===== src/rtl/mcx_core_param.sv =====
// MCX micro-controller core: single-cycle fetch/decode/execute from a writable program store,
// with saturating accumulator, conditional execution, simple-I/O ports and a sleep stall.
module mcx_core_param #(
    parameter int NUM_PORTS  = 2,
    parameter int PORT_W     = 7,
    parameter int DATA_W     = 11,
    parameter int ACC_MAX    = 999,
    parameter int PROG_DEPTH = 16,
    parameter int AW         = $clog2(PROG_DEPTH)
) (
    input  logic                          clk,
    input  logic                          rst,
    input  logic                          run,
    input  logic                          prog_we,
    input  logic [AW-1:0]                 prog_addr,
    input  logic [29:0]                   prog_wdata,
    input  logic [AW-1:0]                 prog_last,
    input  logic [NUM_PORTS*PORT_W-1:0]   p_in,
    output logic [NUM_PORTS*PORT_W-1:0]   p_out,
    output logic [NUM_PORTS-1:0]          p_oe,
    output logic [AW-1:0]                 pc,
    output logic signed [DATA_W-1:0]      acc,
    output logic                          flag_p,
    output logic                          flag_m,
    output logic                          sleeping
);

    localparam int SW = 2*DATA_W + 2;
    localparam logic signed [SW-1:0]     MAX_W  = SW'(ACC_MAX);
    localparam logic signed [SW-1:0]     MIN_W  = -MAX_W;
    localparam logic signed [DATA_W-1:0] PORT_MAX = DATA_W'(100);
    localparam logic [11:0]              REG_ACC  = 12'h801;
    localparam logic [11:0]              REG_PORT = 12'h810;

    typedef enum logic [3:0] {
        OP_NOP = 4'h0, OP_MOV = 4'h1, OP_JMP = 4'h2, OP_ADD = 4'h3,
        OP_SUB = 4'h4, OP_MUL = 4'h5, OP_NOT = 4'h6, OP_TEQ = 4'h7,
        OP_TGT = 4'h8, OP_TLT = 4'h9, OP_SLP = 4'hA
    } op_t;

    logic [29:0] mem [PROG_DEPTH];

    logic [29:0]                instr;
    logic [1:0]                 cond;
    op_t                        op;
    logic [11:0]                opa, opb;
    logic signed [DATA_W-1:0]   val_a, val_b;
    logic signed [SW-1:0]       wa, wb, sum, diff, prod;
    logic [PORT_W-1:0]          port_val;
    logic                       exec;
    logic [AW-1:0]              seq_next;
    logic [DATA_W-1:0]          slp_cnt;

    function automatic logic signed [DATA_W-1:0] sat(input logic signed [SW-1:0] v);
        logic signed [SW-1:0] c;
        if (v > MAX_W)
            c = MAX_W;
        else if (v < MIN_W)
            c = MIN_W;
        else
            c = v;
        return c[DATA_W-1:0];
    endfunction

    function automatic logic signed [DATA_W-1:0] operand(
        input logic [11:0]                 code,
        input logic signed [DATA_W-1:0]    cur_acc,
        input logic [NUM_PORTS*PORT_W-1:0] pins
    );
        logic signed [SW-1:0] ext;
        ext = '0;
        if (!code[11]) begin
            ext = {{(SW-11){code[10]}}, code[10:0]};
        end else if (code == REG_ACC) begin
            ext = cur_acc;
        end else begin
            for (int unsigned k = 0; k < NUM_PORTS; k++)
                if (code == REG_PORT + 12'(k))
                    ext = {{(SW-PORT_W){1'b0}}, pins[k*PORT_W +: PORT_W]};
        end
        return sat(ext);
    endfunction

    always_ff @(posedge clk) begin
        if (!rst && prog_we)
            mem[prog_addr] <= prog_wdata;
    end

    assign instr = mem[pc];
    assign cond  = instr[29:28];
    assign op    = op_t'(instr[27:24]);
    assign opa   = instr[23:12];
    assign opb   = instr[11:0];

    always_comb begin
        val_a = operand(opa, acc, p_in);
        val_b = operand(opb, acc, p_in);
        wa    = acc;
        wb    = val_a;
        sum   = wa + wb;
        diff  = wa - wb;
        prod  = wa * wb;
        if (val_a < 0)
            port_val = '0;
        else if (val_a > PORT_MAX)
            port_val = PORT_MAX[PORT_W-1:0];
        else
            port_val = val_a[PORT_W-1:0];
        exec = (cond == 2'b00) || (cond == 2'b01 && flag_p) || (cond == 2'b10 && flag_m);
        seq_next = (pc == prog_last) ? '0 : pc + 1'b1;
    end

    always_ff @(posedge clk) begin
        if (rst) begin
            pc       <= '0;
            acc      <= '0;
            flag_p   <= 1'b0;
            flag_m   <= 1'b0;
            p_out    <= '0;
            p_oe     <= '0;
            sleeping <= 1'b0;
            slp_cnt  <= '0;
        end else if (!run) begin
            pc       <= '0;
            sleeping <= 1'b0;
            slp_cnt  <= '0;
        end else if (sleeping) begin
            // The stall ends on the edge that consumes its last counted cycle.
            if (slp_cnt <= DATA_W'(1)) begin
                sleeping <= 1'b0;
                slp_cnt  <= '0;
                pc       <= seq_next;
            end else begin
                slp_cnt <= slp_cnt - 1'b1;
            end
        end else begin
            pc <= seq_next;
            if (exec) begin
                case (op)
                    OP_MOV: begin
                        if (opb == REG_ACC)
                            acc <= val_a;
                        for (int unsigned k = 0; k < NUM_PORTS; k++) begin
                            if (opb == REG_PORT + 12'(k)) begin
                                p_out[k*PORT_W +: PORT_W] <= port_val;
                                p_oe[k] <= 1'b1;
                            end
                        end
                    end
                    OP_JMP: pc  <= opa[AW-1:0];
                    OP_ADD: acc <= sat(sum);
                    OP_SUB: acc <= sat(diff);
                    OP_MUL: acc <= sat(prod);
                    OP_NOT: acc <= (acc == '0) ? PORT_MAX : '0;
                    OP_TEQ: begin
                        flag_p <= (val_a == val_b);
                        flag_m <= (val_a != val_b);
                    end
                    OP_TGT: begin
                        flag_p <= (val_a > val_b);
                        flag_m <= !(val_a > val_b);
                    end
                    OP_TLT: begin
                        flag_p <= (val_a < val_b);
                        flag_m <= !(val_a < val_b);
                    end
                    OP_SLP: begin
                        if (val_a > 0) begin
                            sleeping <= 1'b1;
                            slp_cnt  <= val_a;
                            pc       <= pc;
                        end
                    end
                    default: ;
                endcase
            end
        end
    end

endmodule


===== config.mk =====
export PLATFORM = sky130hd
export DESIGN_NAME = mcx_core_param
export DESIGN_NICKNAME = d
export VERILOG_FILES = /design/src/rtl/mcx_core_param.sv
export SDC_FILE = /design/constraint.sdc
export NUM_CORES = 1
export LEC_CHECK = 0
export ABC_AREA = 1
export CORE_ASPECT_RATIO = 1.4
export CORE_MARGIN = 4
export CORE_UTILIZATION = 40
export DETAILED_ROUTE_END_ITERATION = 10
export PLACE_DENSITY_LB_ADDON = 0.08
export SETUP_SLACK_MARGIN = 0.4
export SLEW_MARGIN = 20
export SYNTH_ARGS = -nofsm -noshare
export SYNTH_HDL_FRONTEND = slang
export SYNTH_SLANG_ARGS = --single-unit

===== constraint.sdc =====
create_clock -name clk -period 11.3 [get_ports clk]
set_input_delay 1.13 -clock clk [delete_from_list [all_inputs] [get_ports clk]]
set_output_delay 1.13 -clock clk [all_outputs]
set_load 0.005 [all_outputs]

==> reports/results.tsv <==
stage	metric	value	unit
timing	setup-violations-final	0	
drt	ant_nets	0	
synth	synth_edf_count	480	
final_layout	final_cells	4001	
pwr	p_total	4.846	mW
placed_design	dpl.hpwl	62.92	mm
global_route	grt_pass1_vias	22090	
setup_path	cp.depth	48	
drt	drc_errors	0	
pwr	pwr-share-seq	44.7	%
synth	syn_inst	2928	
synth	yosysTopAreaCellShare	49.34	%
global_route	antenna_found_initial	1	
flow_run	maxCapViolCount	0	
pwr	p_sw	1.426	mW
pwr	p_leak	12.96	nW
synth	yosys_register_bits	529	
global_route	grt_pass1_wl	142.2	mm
setup_path	rrSetupSlack	1.34	ns
timing	fin_skew	0.01643	ns
timing	setup_tns	0	ns
synth	async_flop_share	0	%
clock_tree	cts_tree	yes	
global_route	grt.met3_usage	2.612	%
drt	wl_per_cell	24.09	um
setup_path	cp_common_cell	nand2_1	
drt	num_vias	21840	
global_route	top_usage_layer	met2	
floorplanning	die_area	77480	um^2
hold_path	worstHoldPathType	reg -> reg	
setup_path	timing_worst_setup_path_type	reg -> reg	
setup_path	cp.required	11.78	ns
synth	synth_area_leaders	edfxtp_1 49%, fa_1 8.2%, nand2_1 6.6%	
setup_path	critPathMaxFanout	67	
clock_tree	cts_hold_buf	0	
final_layout	drive_gt1_share	7.117	%
setup_path	crit_family	adder cells	
floorplanning	die_h	327.8	um
clock_tree	clkSinkCount	529	
floorplanning	row_count	117	
timing	rsz0062_at_grt	false	
pwr	clockPowerShare	36.1	%
drt	dr.pass1.iters	5	
outcome	status	complete, no violations	
drt	viasPerCell	5.458	
clock_tree	cts_made_buffers	53	
global_route	grt.total_usage	24.33	%
global_route	use_met1	29.39	%
setup_path	r2r-end	acc[9]$_SDFFE_PP0P_	
floorplanning	die_w	236.4	um
timing	tightest_slew	1.079	ns
clock_tree	clkSlewWorstSetupHoldPaths	0.06	ns
clock_tree	cts_max_path_buffers	3	
timing	hold_violations	0	
synth	yosysSeqAreaShare	52.70	%
global_route	grt_overflow	0	
timing	fin_crit_sh	88.13	%
setup_path	slowest_delay	0.70	ns
timing	period_needed	9.959	ns
floorplanning	ioPinCount	90	
synth	post-synth-top-area-cell	edfxtp_1	
timing	maxSlewHeadroom	27.31	%
final_layout	nets	3271	
pwr	combPwrFrac	19.2	%
synth	synth_fp_nets	3192	
synth	syn_avg_cell_area	9.977	um^2
timing	fmax	100.4	MHz
setup_path	r2r_cells	48	
pwr	vdd_drop_max	0.00009907	V
drt	drtIter0Drc	1514	
timing	fin_hold_ws	0.4836	ns
floorplanning	initial_core_util	40.23	%
global_route	grt_max_degree	134	
pwr	swShare	29.43	%
timing	drv_slew	0	
setup_path	arrival	10.44	ns
placed_design	dp.cells	3898	
setup_path	start_kind	register	
drt	wl	96.40	mm
global_route	use_met2	43.67	%
setup_path	path_buf_inv	10	
synth	ys.flop_type	edfxtp_1	
synth	netlist_area	29210	um^2
floorplanning	core-area	72610	um^2
synth	synth_warnings	0	
placed_design	port_buffers	89	
clock_tree	insertion_delay	0.62	ns
synth	synth_cell_types	63	
final_layout	area_growth	12.93	%
setup_path	crit_end	acc[9]$_SDFFE_PP0P_	
setup_path	crit_slowest_cell	fa_1	
pwr	power.density	146.9	nW/um^2
setup_path	cp-end-kind	register	
clock_tree	root_buffer	clkbuf_16	
placed_design	place_congestion	0.9497	
clock_tree	htree_levels	2	
final_layout	diodes	0	
pwr	intPower	3.419	mW
==> layout by cell type (no fill, tap or decap), types with 7 or more instances in the layout <==
| cell | instances |
|---|---|
| nor2_1 | 347 |
| ha_1 | 89 |
| o21ai_0 | 215 |
| nor3_1 | 21 |
| clkinv_1 | 13 |
| fa_1 | 118 |
| nand2_4 | 7 |
| inv_2 | 13 |
| a21oi_1 | 101 |
| nand3_1 | 189 |
| edfxtp_1 | 480 |
| dfxtp_1 | 45 |
| nand3b_1 | 9 |
| o221ai_1 | 63 |
| nor2_2 | 9 |
| clkdlybuf4s50_1 | 89 |
| o21bai_1 | 7 |
| o211ai_1 | 21 |
| buf_4 | 62 |
| nand4_1 | 17 |
| nor2_4 | 19 |
| o21ai_1 | 18 |
| nand2_1 | 515 |
| o22ai_1 | 13 |
| clkbuf_1 | 20 |
| xor2_1 | 40 |
| xnor2_1 | 12 |
| inv_1 | 343 |
| o2111ai_1 | 8 |
| clkbuf_16 | 55 |
==> synth_stat cells (all sizes together) (2+ instances only) <==
library cell	instances
a31oi	5
o21bai	7
clkbuf	67
buf	63
a21o	3
a21boi	2
nor3b	2
nand4	18
ha	89
or2	10
o211ai	21
clkinv	6
nand2	526
o221ai	63
a22oi	2
edfxtp	480
nor3	25
nor4	6
a21oi	101
o31ai	4
dfxtp	49
xor2	40
o2111ai	8
o21ai	238
nand3	192
nand3b	9
inv	358
fa	119
xnor2	12
o22ai	13
a211oi	4
nor2	375
==> cell type report <==
type	instances	area, um^2
Fill cell	6887	39620
Sequential cell	529	15400
Multi-Input combinational cell	1905	11910
Clock buffer	75	1440
Timing Repair Buffer	154	1429
Inverter	364	1379
Tap cell	952	1191
Clock inverter	22	239.0
==> worst reg2reg max path: cells and delay by family, from the launching register on <==
kind / cells / cell delay (ns)
adders and majority gates: 7 / 3.59
DFF: 1 / 0.47
and+or+nand+nor: 24 / 3.24
AOI/OAI and AO/OA: 4 / 0.51
xor gates and xnor gates: 2 / 0.40
muxes: 1 / 0.26
buffers and inverters: 10 / 1.35
==> power by group through the flow <==
stage | sequential [mW] | combinational (mW) | clock, mW
2_1_floorplan | 2.20 | 0.597 | 0
3_5_place_dp | 2.21 | 0.919 | 0
6_report | 2.17 | 0.932 | 1.75
5_1_grt | 2.17 | 1.03 | 1.87
4_1_cts | 2.17 | 0.922 | 1.79
3_3_place_gp | 2.21 | 0.914 | 0
==> cells by family (layout without fill, tap and decap cells) <==
| logic type | count (synthesis) | in the layout | share of synthesized area (%) |
|---|---|---|---|
| AND/OR/NAND/NOR | 1166 | 1166 | 17.02 |
| flip-flops | 529 | 529 | 52.70 |
| buffers and inverters | 494 | 615 | 6.990 |
| AO/OA/AOI/OAI | 478 | 478 | 9.722 |
| adder cells (fa/ha/maj) | 208 | 208 | 11.97 |
| XOR/XNOR | 52 | 52 | 1.559 |
| multiplexers | 1 | 1 | 0.03854 |
==> metal layers <==
layer  wire (um)  vias up
li1            -    10070
met1       37640    10860
met2       49310      706
met3        4335      200
met4        5112        0
met5           0        -
==> worst min-delay path by stage <==
| stage | startpoint | end | slack [ns] | depth (start not counted) |
|---|---|---|---|---|
| 6_report | p_oe[0]$_SDFFE_PP0P_ | p_oe[0]$_SDFFE_PP0P_ | 0.48 | 2 |
| 5_1_grt | p_oe[1]$_SDFFE_PP0P_ | p_oe[1]$_SDFFE_PP0P_ | 0.54 | 2 |
| 4_1_cts | p_oe[0]$_SDFFE_PP0P_ | p_oe[0]$_SDFFE_PP0P_ | 0.49 | 2 |
| 3_5_place_dp | p_oe[1]$_SDFFE_PP0P_ | p_oe[1]$_SDFFE_PP0P_ | 0.47 | 2 |
| 3_3_place_gp | p_oe[0]$_SDFFE_PP0P_ | p_oe[0]$_SDFFE_PP0P_ | 0.46 | 2 |
| 2_1_floorplan | p_oe[0]$_SDFFE_PP0P_ | p_oe[0]$_SDFFE_PP0P_ | 0.47 | 2 |
==> what timing repair did <==
action / in CTS / in global routing
setup buffers: 0 / 5
resized for setup: 0 / 4
setup endpoints to repair: 0 / 10
==> state kept, by name (all words and copies together), names as in the netlist, named ones only <==
register / flops
acc: 11
flag_m: 1
flag_p: 1
mem: 480
p_oe: 2
p_out: 14
pc: 4
sleeping: 1
slp_cnt: 11
==> per-stage QoR <==
stage                     instance area [um^2]  setup slack [ns]  util (%)
after floorplan                          29210             2.840         -
after global placement                   31220             1.318     43.00
after detailed placement                 31220             1.164     43.00
after CTS                                32900             1.116     45.31
after global routing                     32990            0.4230     45.44
final                                    32990             1.341     45.44
Note: power is estimated with default switching activity, not from simulation.
